===== config.mk =====
export PLATFORM = sky130hd
export DESIGN_NAME = segs_bcd_source
export DESIGN_NICKNAME = d
export VERILOG_FILES = /design/src/rtl/segs_pkg.sv /design/src/rtl/bin2bcd_seq.sv /design/src/rtl/segs_bcd_source.sv
export SDC_FILE = /design/constraint.sdc
export NUM_CORES = 1
export LEC_CHECK = 0
export CAP_MARGIN = 0
export CORE_ASPECT_RATIO = 0.75
export CORE_UTILIZATION = 52
export CTS_CLUSTER_SIZE = 12
export DETAILED_ROUTE_END_ITERATION = 12
export HOLD_SLACK_MARGIN = 0.05
export PLACE_DENSITY = 0.8
export SLEW_MARGIN = 20
export SYNTH_ARGS = -nofsm -noshare
export SYNTH_HDL_FRONTEND = slang
export SYNTH_SLANG_ARGS = --single-unit

===== constraint.sdc =====
create_clock -name Clock -period 1.8 [get_ports Clock]
set_input_delay 0.18 -clock Clock [delete_from_list [all_inputs] [get_ports Clock]]
set_output_delay 0.18 -clock Clock [all_outputs]
set_load 0.005 [all_outputs]

===== src/rtl/segs_pkg.sv =====
// Shared constants, register map and converter state type for the
// seven-segment BCD display source.
package segs_pkg;

    localparam int unsigned NUM_DIGITS = 6;
    localparam int unsigned BIN_W      = 20;

    // Bus register map
    localparam logic [1:0] ADDR_HEX  = 2'd0;
    localparam logic [1:0] ADDR_BIN  = 2'd1;
    localparam logic [1:0] ADDR_CTRL = 2'd2;

    // CTRL register bit positions
    localparam int unsigned CTRL_BUSY_BIT  = 31;
    localparam int unsigned CTRL_OVF_BIT   = 30;
    localparam int unsigned CTRL_BLANK_BIT = 8;

    typedef enum logic [1:0] {
        StIdle,
        StConv,
        StDone
    } conv_state_e;

    // Double-dabble correction applied to one BCD digit before each shift.
    function automatic logic [3:0] dabble_adjust(input logic [3:0] digit);
        return (digit >= 4'd5) ? digit + 4'd3 : digit;
    endfunction

endpackage


===== src/rtl/bin2bcd_seq.sv =====
// Iterative double-dabble binary-to-BCD converter, one bit per cycle.
// start_i loads the operand (restarting any conversion in flight), abort_i
// drops back to idle. done_o is high for the single cycle bcd_o is final.
module bin2bcd_seq
    import segs_pkg::*;
#(
    parameter int unsigned BIN_W      = segs_pkg::BIN_W,
    parameter int unsigned BCD_DIGITS = segs_pkg::NUM_DIGITS + 1
) (
    input  logic                    clk_i,
    input  logic                    rst_i,
    input  logic                    start_i,
    input  logic                    abort_i,
    input  logic [BIN_W-1:0]        operand_i,
    output logic                    busy_o,
    output logic                    done_o,
    output logic [4*BCD_DIGITS-1:0] bcd_o
);

    localparam int unsigned BcdW   = 4 * BCD_DIGITS;
    localparam int unsigned ShiftW = BcdW + BIN_W;
    localparam int unsigned CntW   = (BIN_W > 1) ? $clog2(BIN_W) : 1;

    conv_state_e       state_q;
    logic [CntW-1:0]   cnt_q;
    logic [ShiftW-1:0] shift_q;
    logic [ShiftW-1:0] shift_d;

    // One double-dabble step: correct every BCD digit, then shift left by one.
    always_comb begin
        shift_d = shift_q;
        for (int i = 0; i < int'(BCD_DIGITS); i++) begin
            shift_d[BIN_W + 4*i +: 4] = dabble_adjust(shift_q[BIN_W + 4*i +: 4]);
        end
        shift_d = shift_d << 1;
    end

    // Converter FSM: load on start, BIN_W shift cycles, one done cycle.
    always_ff @(posedge clk_i) begin
        if (rst_i) begin
            state_q <= StIdle;
            cnt_q   <= '0;
            shift_q <= '0;
        end else if (abort_i) begin
            state_q <= StIdle;
            cnt_q   <= '0;
        end else if (start_i) begin
            state_q <= StConv;
            cnt_q   <= '0;
            shift_q <= {{BcdW{1'b0}}, operand_i};
        end else begin
            unique case (state_q)
                StConv: begin
                    shift_q <= shift_d;
                    cnt_q   <= cnt_q + 1'b1;
                    if (cnt_q == CntW'(BIN_W - 1)) begin
                        state_q <= StDone;
                    end
                end
                StDone:  state_q <= StIdle;
                default: state_q <= StIdle;
            endcase
        end
    end

    assign busy_o = (state_q != StIdle);
    assign done_o = (state_q == StDone);
    assign bcd_o  = shift_q[ShiftW-1 -: BcdW];

endmodule


===== src/rtl/segs_bcd_source.sv =====
// Bus-mapped source for the six-digit seven-segment multiplexer. Accepts a
// raw hex value or a binary value converted to BCD, and drives per-digit
// enables from a mask.
// Build option: SEGS_BLANK_ZEROS_EN adds leading-zero blanking in decimal mode.
module segs_bcd_source
    import segs_pkg::*;
#(
    parameter int unsigned NUM_DIGITS = segs_pkg::NUM_DIGITS,
    parameter int unsigned BIN_W      = segs_pkg::BIN_W
) (
    input  logic                    Clock,
    input  logic                    Reset,
    input  logic                    WriteEnable,
    input  logic [1:0]              Address,
    input  logic [31:0]             WriteData,
    output logic [31:0]             ReadData,
    output logic                    Busy,
    output logic [4*NUM_DIGITS-1:0] Data,
    output logic [NUM_DIGITS-1:0]   DisplayEnables
);

    localparam int unsigned DataW     = 4 * NUM_DIGITS;
    localparam int unsigned BcdDigits = NUM_DIGITS + 1;

    logic [DataW-1:0]       data_q;
    logic [NUM_DIGITS-1:0]  en_q;
    logic [NUM_DIGITS-1:0]  en_d;
    logic [NUM_DIGITS-1:0]  mask_q;
    logic [BIN_W-1:0]       bin_q;
    logic                   ovf_q;
    logic                   blank_q;
    logic                   wr_hex;
    logic                   wr_bin;
    logic                   wr_ctrl;
    logic                   conv_busy;
    logic                   conv_done;
    logic [4*BcdDigits-1:0] conv_bcd;
    logic [31:0]            ctrl_word;
    logic                   wdata_unused;

    assign wr_hex  = WriteEnable && (Address == ADDR_HEX);
    assign wr_bin  = WriteEnable && (Address == ADDR_BIN);
    assign wr_ctrl = WriteEnable && (Address == ADDR_CTRL);

    // High write-data bits beyond the hex field carry nothing.
    assign wdata_unused = ^WriteData[31:DataW];

    bin2bcd_seq #(
        .BIN_W      (BIN_W),
        .BCD_DIGITS (BcdDigits)
    ) u_bin2bcd (
        .clk_i     (Clock),
        .rst_i     (Reset),
        .start_i   (wr_bin),
        .abort_i   (wr_hex),
        .operand_i (WriteData[BIN_W-1:0]),
        .busy_o    (conv_busy),
        .done_o    (conv_done),
        .bcd_o     (conv_bcd)
    );

    // Display data, overflow, operand and mask registers; any write landing on
    // the done edge supersedes the conversion result.
    always_ff @(posedge Clock) begin
        if (Reset) begin
            data_q <= '0;
            ovf_q  <= 1'b0;
            bin_q  <= '0;
            mask_q <= '1;
            en_q   <= '1;
        end else begin
            if (wr_hex) begin
                data_q <= WriteData[DataW-1:0];
                ovf_q  <= 1'b0;
            end else if (conv_done && !wr_bin) begin
                data_q <= conv_bcd[DataW-1:0];
                ovf_q  <= (conv_bcd[4*BcdDigits-1 -: 4] != 4'd0);
            end
            if (wr_bin) begin
                bin_q <= WriteData[BIN_W-1:0];
            end
            if (wr_ctrl) begin
                mask_q <= WriteData[NUM_DIGITS-1:0];
            end
            en_q <= en_d;
        end
    end

`ifdef SEGS_BLANK_ZEROS_EN
    logic dec_mode_q;
    logic seen_nz;

    // Blank flag and display mode (decimal after a BIN write, hex after HEX).
    always_ff @(posedge Clock) begin
        if (Reset) begin
            blank_q    <= 1'b0;
            dec_mode_q <= 1'b0;
        end else begin
            if (wr_ctrl) begin
                blank_q <= WriteData[CTRL_BLANK_BIT];
            end
            if (wr_hex) begin
                dec_mode_q <= 1'b0;
            end else if (wr_bin) begin
                dec_mode_q <= 1'b1;
            end
        end
    end

    // Mask off digits above the most significant nonzero digit; digit 0 stays.
    always_comb begin
        en_d    = mask_q;
        seen_nz = 1'b0;
        if (dec_mode_q && blank_q) begin
            for (int i = int'(NUM_DIGITS) - 1; i >= 1; i--) begin
                seen_nz = seen_nz | (data_q[4*i +: 4] != 4'd0);
                if (!seen_nz) begin
                    en_d[i] = 1'b0;
                end
            end
        end
    end
`else
    assign blank_q = 1'b0;

    // Without blanking the enables simply follow the mask.
    always_comb begin
        en_d = mask_q;
    end
`endif

    // CTRL readback word assembly.
    always_comb begin
        ctrl_word                   = '0;
        ctrl_word[CTRL_BUSY_BIT]    = conv_busy;
        ctrl_word[CTRL_OVF_BIT]     = ovf_q;
        ctrl_word[CTRL_BLANK_BIT]   = blank_q;
        ctrl_word[NUM_DIGITS-1:0]   = mask_q;
    end

    // Combinational register readback selected by Address.
    always_comb begin
        ReadData = '0;
        case (Address)
            ADDR_HEX:  ReadData = 32'(data_q);
            ADDR_BIN:  ReadData = 32'(bin_q);
            ADDR_CTRL: ReadData = ctrl_word;
            default:   ReadData = '0;
        endcase
    end

    assign Busy           = conv_busy;
    assign Data           = data_q;
    assign DisplayEnables = en_q;

endmodule


== Word level (Yosys, flattened, before mapping) ==
Cells that the tools add are included.
Storage, ports and cells
  flip-flop bits (word level): 112
  latch bits: 0
  bits in writable memories: 0
  ROM bits: 0
  input bits: 37
  output and inout port bits: 63
  logic and storage cells: 61
  memories kept: 0
Operators by class
  $add $sub $neg: 8
  multipliers: 0
  div/mod/pow operators: 0
  $lt $le $gt $ge: 7
  equality and inequality tests: 6
  shift-type cells: 0
  multiplexer cells: 15
  bitwise logic cells: 2
  reductions and logical operators: 14
Operators by type and width (count)
  $mux 48: 2
  $pmux 32 s3: 1
  $mux 24: 2
  $ge 4x3->1 const B: 7
  $add 4x2->4 const B: 6
  $mux 4: 6
  $reduce_bool 2->1: 3
  $add 5x1->5 const B: 1
  $eq 5x5->1 const B: 1
  $eq 2x1->1 const B: 2
  $eq 2x2->1 const B: 2
  $logic_and 1x1->1: 4
  $reduce_bool 4->1: 1
  $reduce_or 4->1: 1
  $add 3x2->3 const B: 1
  $mux 1: 3
  $mux 3: 1
  $ne 3x2->1 const B: 1
  $reduce_or 3->1: 1
  $logic_not 2->1: 1
  $not 1->1: 2
  $reduce_and 2->1: 1
  $reduce_or 2->1: 1
  $logic_not 1->1: 1

== Depth between registers and ports, before layout ==
  depth in word-level cells: 6
  mapped depth: 7

== Modules after synthesis ==
From an unflattened synthesis, not the netlist that was laid out.
Unflattened totals
  cell total of the unflattened synthesis: 637
  area, all modules: 5544.1 µm²
By module, submodules not included
  segs_bcd_source: times used 1, cells each 340, area an instance 2854.0 µm², sequential area each 1141.1 µm²
  bin2bcd_seq: times used 1, cells each 297, area an instance 2690.1 µm², sequential area each 1101.1 µm²

== Least setup slack after synthesis ==
No wires, ideal clock.
  path kind: flip-flop to flip-flop
  start: register u_bin2bcd.shift_q[29]
  end: register u_bin2bcd.shift_q[30]
  setup time: 0.117 ns
  arrival time: 1.240 ns
  setup slack: 0.444 ns
  stages on the path, launching flop included: 7
  buffers on the path: 0
  period minus slack after synthesis: 1.356 ns
  cell sequence: dfxtp_1 -> inv_1 -> ha_1 -> nand2b_1 -> a21oi_1 -> mux2i_1 -> a22o_1
Between the ends
  longest elaborated chain between the ends: 4
  elaborated cells on any way between the ends: 5
RTL lines
  from (decl): line bin2bcd_seq.sv:26  | logic [ShiftW-1:0] shift_q;
  from (signal assigned): line bin2bcd_seq.sv:50  | shift_q <= {{BcdW{1'b0}}, operand_i};
  from (signal assigned): line bin2bcd_seq.sv:54  | shift_q <= shift_d;
  $add 4x2->4 / $ge 4x3->1 (equally long branches): line segs_pkg.sv:26  | return (digit >= 4'd5) ? digit + 4'd3 : digit;
  $mux 4 (*): line segs_pkg.sv:26
  $mux 48 (*): line bin2bcd_seq.sv:52  | unique case (state_q)
  $mux 48 (*): line bin2bcd_seq.sv:47  | end else if (start_i) begin
Mark *: on every way between the ends. The rest lies on a longest branch, timed or not. The select of a mux whose other input is x is not followed.
A chain may end at the register's enable or synchronous reset.

== Worst setup path after layout ==
  start: input port Address[0]
  end: output port ReadData[1]
Between the ends
  longest elaborated chain between the ends: 2
  elaborated cells on any way between the ends: 4
RTL lines
  from (decl): line segs_bcd_source.sv:14  | input logic [1:0] Address,
  $eq 2x2->1 (tied with other cells): line segs_bcd_source.sv:144  | case (Address)
  $pmux 32 s3 (*): line segs_bcd_source.sv:144
  to (decl): line segs_bcd_source.sv:16  | output logic [31:0] ReadData,
Mark *: on every way between the ends. The rest lies on a longest branch, timed or not.

==> results.ini <==
[worst_setup_path]
end_kind=output port
cp-start-kind=input pin
r2r_start=u_bin2bcd.shift_q[29]$_SDFFE_PP0P_
path_max_fanout=5
critPathArrivalTime_ps=1540
r2r-end=u_bin2bcd.shift_q[30]$_SDFFE_PP0P_
reg2reg_depth=6
worstPathRequired_ps=1620
regToRegSetupSlack_ps=220
path_class=in -> out

[cts]
clock_latency_ps=350
cts_tree=done
clock-root-buffer=clkbuf_16
cts_max_level=3
clkTransAtPathRegs_ps=70
cts_max_path_buffers=2
numClockSinks=112
cts_buffers=9
hold_buffers=0

[placement]
finalWeightedCongestion=0.812
pre_cts_ws_ps=-225
place.port_buffers=85
place_area_um2=6380
hpwl_um=9510

[sta]
slew_viol_final=0
fin_crit_ps=1720
holdWs_ps=80.1
fin_crit_sh_pct=95.4
fmax_mhz=582
worst_slack_ps=82.5
hold_viol_final=0
rsz0062_at_grt=no
fin_worst_skew_ps=4.08
finalSetupViolCount=0
slew_headroom_pct=56.7
tightest_slew_ps=650

[pwr]
total_leakage_power_nw=2.60
finalPower_mw=5.19
powerDensity_nw_per_um2=775
peakVddDrop_v=0.000715

[synth]
yosys.area_share.adder_pct=3.76
synth_cells=601
synth_simple_gate_area_share_pct=22.4
synth_compound_area_share_pct=17.3
yosys_warnings=0
synth-xor-area-share_pct=1.81
synth_edf_count=0
muxShareOfSynthArea_pct=6.02
synth-seq-cells=112
ys_types=45
netlist_area_um2=5320
synthArstFlopShare_pct=0
syn_avg_cell_area_um2=8.86
ys.flop_type=dfxtp_1
synth_top_family_by_area=simple AND/OR/NAND/NOR gates
ys_seq_area_share_pct=42.1

[die]
die_area_um2=10700
num_rows=31
die_h_um=89.6
core_area_um2=9810
initial_core_util_pct=54.3
die_x_um=119
top_level_ports=100

[routing]
vias=4729
vias_per_cell=5.76
drc=0
route.detailed.wl_per_inst_um=16.5
wirelength_um=13500
drtIter0Drc=289
drt_first_pass_iters=5
ant_nets=0

[run_status]
outcome=complete, no violations

[finish]
multi_input_area_um2=2770
drive_gt1_share_pct=12.9
seqCellArea_um2=2240
fillCellCount=756
syn_to_final_growth_pct=25.8
fin_util_pct=68.2
diodes=0
nNetsFinal=740
fin_area_um2=6700

[grt]
gr-total-overflow=0
use_met2_pct=47.8
globalRouteMet3Util_pct=7.01
grt_start_max_net_pins=62
antenna_found_initial=0
grt_pass1_wl_um=22100
grtUsageMet1_pct=32.0
busiest_layer=met2
grt_usage_pct=26.3
grt_pass1_vias=4510

[worst_hold_path]
min_to=u_bin2bcd.shift_q[23]$_SDFFE_PP0P_
worstHoldPathType=in -> reg
hold_path.startpoint=Reset
hold_path_depth=2

[job]
drv_cap=0

[timing repair]
action	4_1_cts	5_1_grt
setup buffers	1	0
cloned	1	0
gates resized for setup	9	3
endpoints found under the setup margin	26	2
endpoints found under the hold margin	0	0
[cells in the mapped netlist, drive strengths merged (2+ instances only)]
cell | n | area share, %
nand2b | 12 | 1.5
a22o | 14 | 2.3
or2 | 7 | 0.82
xnor2 | 8 | 1.3
o22ai | 39 | 6.0
clkbuf | 14 | 0.99
a211oi | 4 | 0.94
nor2 | 74 | 5.6
a21oi | 37 | 3.5
a31oi | 7 | 0.82
o2bb2ai | 6 | 0.99
nor3 | 41 | 4.6
mux2i | 32 | 6.0
inv | 14 | 0.99
nor3b | 7 | 0.99
xor2 | 3 | 0.49
o21ai | 14 | 1.4
ha | 16 | 3.8
and3 | 6 | 0.71
a211o | 6 | 0.99
buf | 36 | 4.6
and2 | 7 | 0.82
nand4 | 16 | 1.9
dfxtp | 112 | 42
nand2 | 59 | 4.2
nor2b | 2 | 0.38
[flip-flops by register name, indices dropped and copies added, names as in the netlist]
signal	count
u_bin2bcd.shift_q	48
Data	24
bin_q	20
DisplayEnables	6
en_d	6
u_bin2bcd.cnt_q	5
u_bin2bcd.state_q	2
ovf_q	1
[layout make-up]
cell class              count  area share [%]
inverters                  14           0.785
clock inverters             1           0.449
multi-input cells         431            41.4
clock buffers              12            3.68
well taps                 132            2.47
flip-flops and latches    112            33.5
repair buffers            119            17.8
[critical path, cell delays in order]
cell and delay, ps:
clkdlybuf4s15_1 300, and2b_1 390, nand2_1 80, o21ai_0 70, clkdlybuf4s50_1 510
[kinds of logic after synthesis]
group | after synthesis
simple gates | 237
compound gates | 128
flops | 112
buf+inv | 64
mux | 32
fa+ha+maj | 16
xor+xnor | 11
other cells | 1
[cell usage in the layout (no fill, tap or decap), types with 2 or more instances in the layout]
cell               n
mux2i_1           32
a22o_1            14
inv_1             14
nand2_1           59
clkbuf_16          9
a211o_1            6
and2_1             7
buf_4             25
nor2_1            70
clkbuf_1           2
and3_1             6
buf_12             6
nand2b_1          11
ha_1              16
clkdlybuf4s50_1   81
o2bb2ai_1          6
xor2_1             3
or2_2              7
o22ai_2           12
a31oi_1            7
buf_6              3
o21ai_0           12
nor3_1            33
nand4_1           16
a211oi_2           4
dfxtp_1          111
xnor2_1            8
a21oi_1           36
nor3b_1            7
conb_1             6
nor3_2             8
o22ai_1           27
nor2_2             2
[layer usage]
metal	part of all wire [%]	wire length [um]	vias to the layer above
met1	44	5910	2286
met2	50	6770	155
met3	5.4	734	12
li1	-	-	2276
met4	0.68	92	0
met5	0	0	-
[stage by stage]
stage	std cells	setup TNS [ps]
after global placement	806	-4830
final	821	0
after global routing	821	0
after detailed placement	806	-6920
after CTS	821	0
after floorplan	606	0
[worst max path at each step]
stage	from	to	slack, ps	cells after the start
after CTS	u_bin2bcd.state_q[1]$_SDFFE_PP0N_	ReadData[31]	20	3
after floorplan	u_bin2bcd.shift_q[29]$_SDFFE_PP0P_	u_bin2bcd.shift_q[30]$_SDFFE_PP0P_	440	6
after global placement	Address[1]	ReadData[0]	-190	5
final	Address[0]	ReadData[1]	80	5
after detailed placement	Address[0]	ReadData[5]	-220	5
after global routing	Address[0]	ReadData[1]	10	5
[report_power, final]
group	internal, mW	total [mW]	switching (mW)
clock network	1.10	1.92	0.827
registers	2.57	2.63	0.0589
logic	0.317	0.636	0.319
total	3.98	5.19	1.21
No activity file was read; power rests on OpenSTA's default activity.
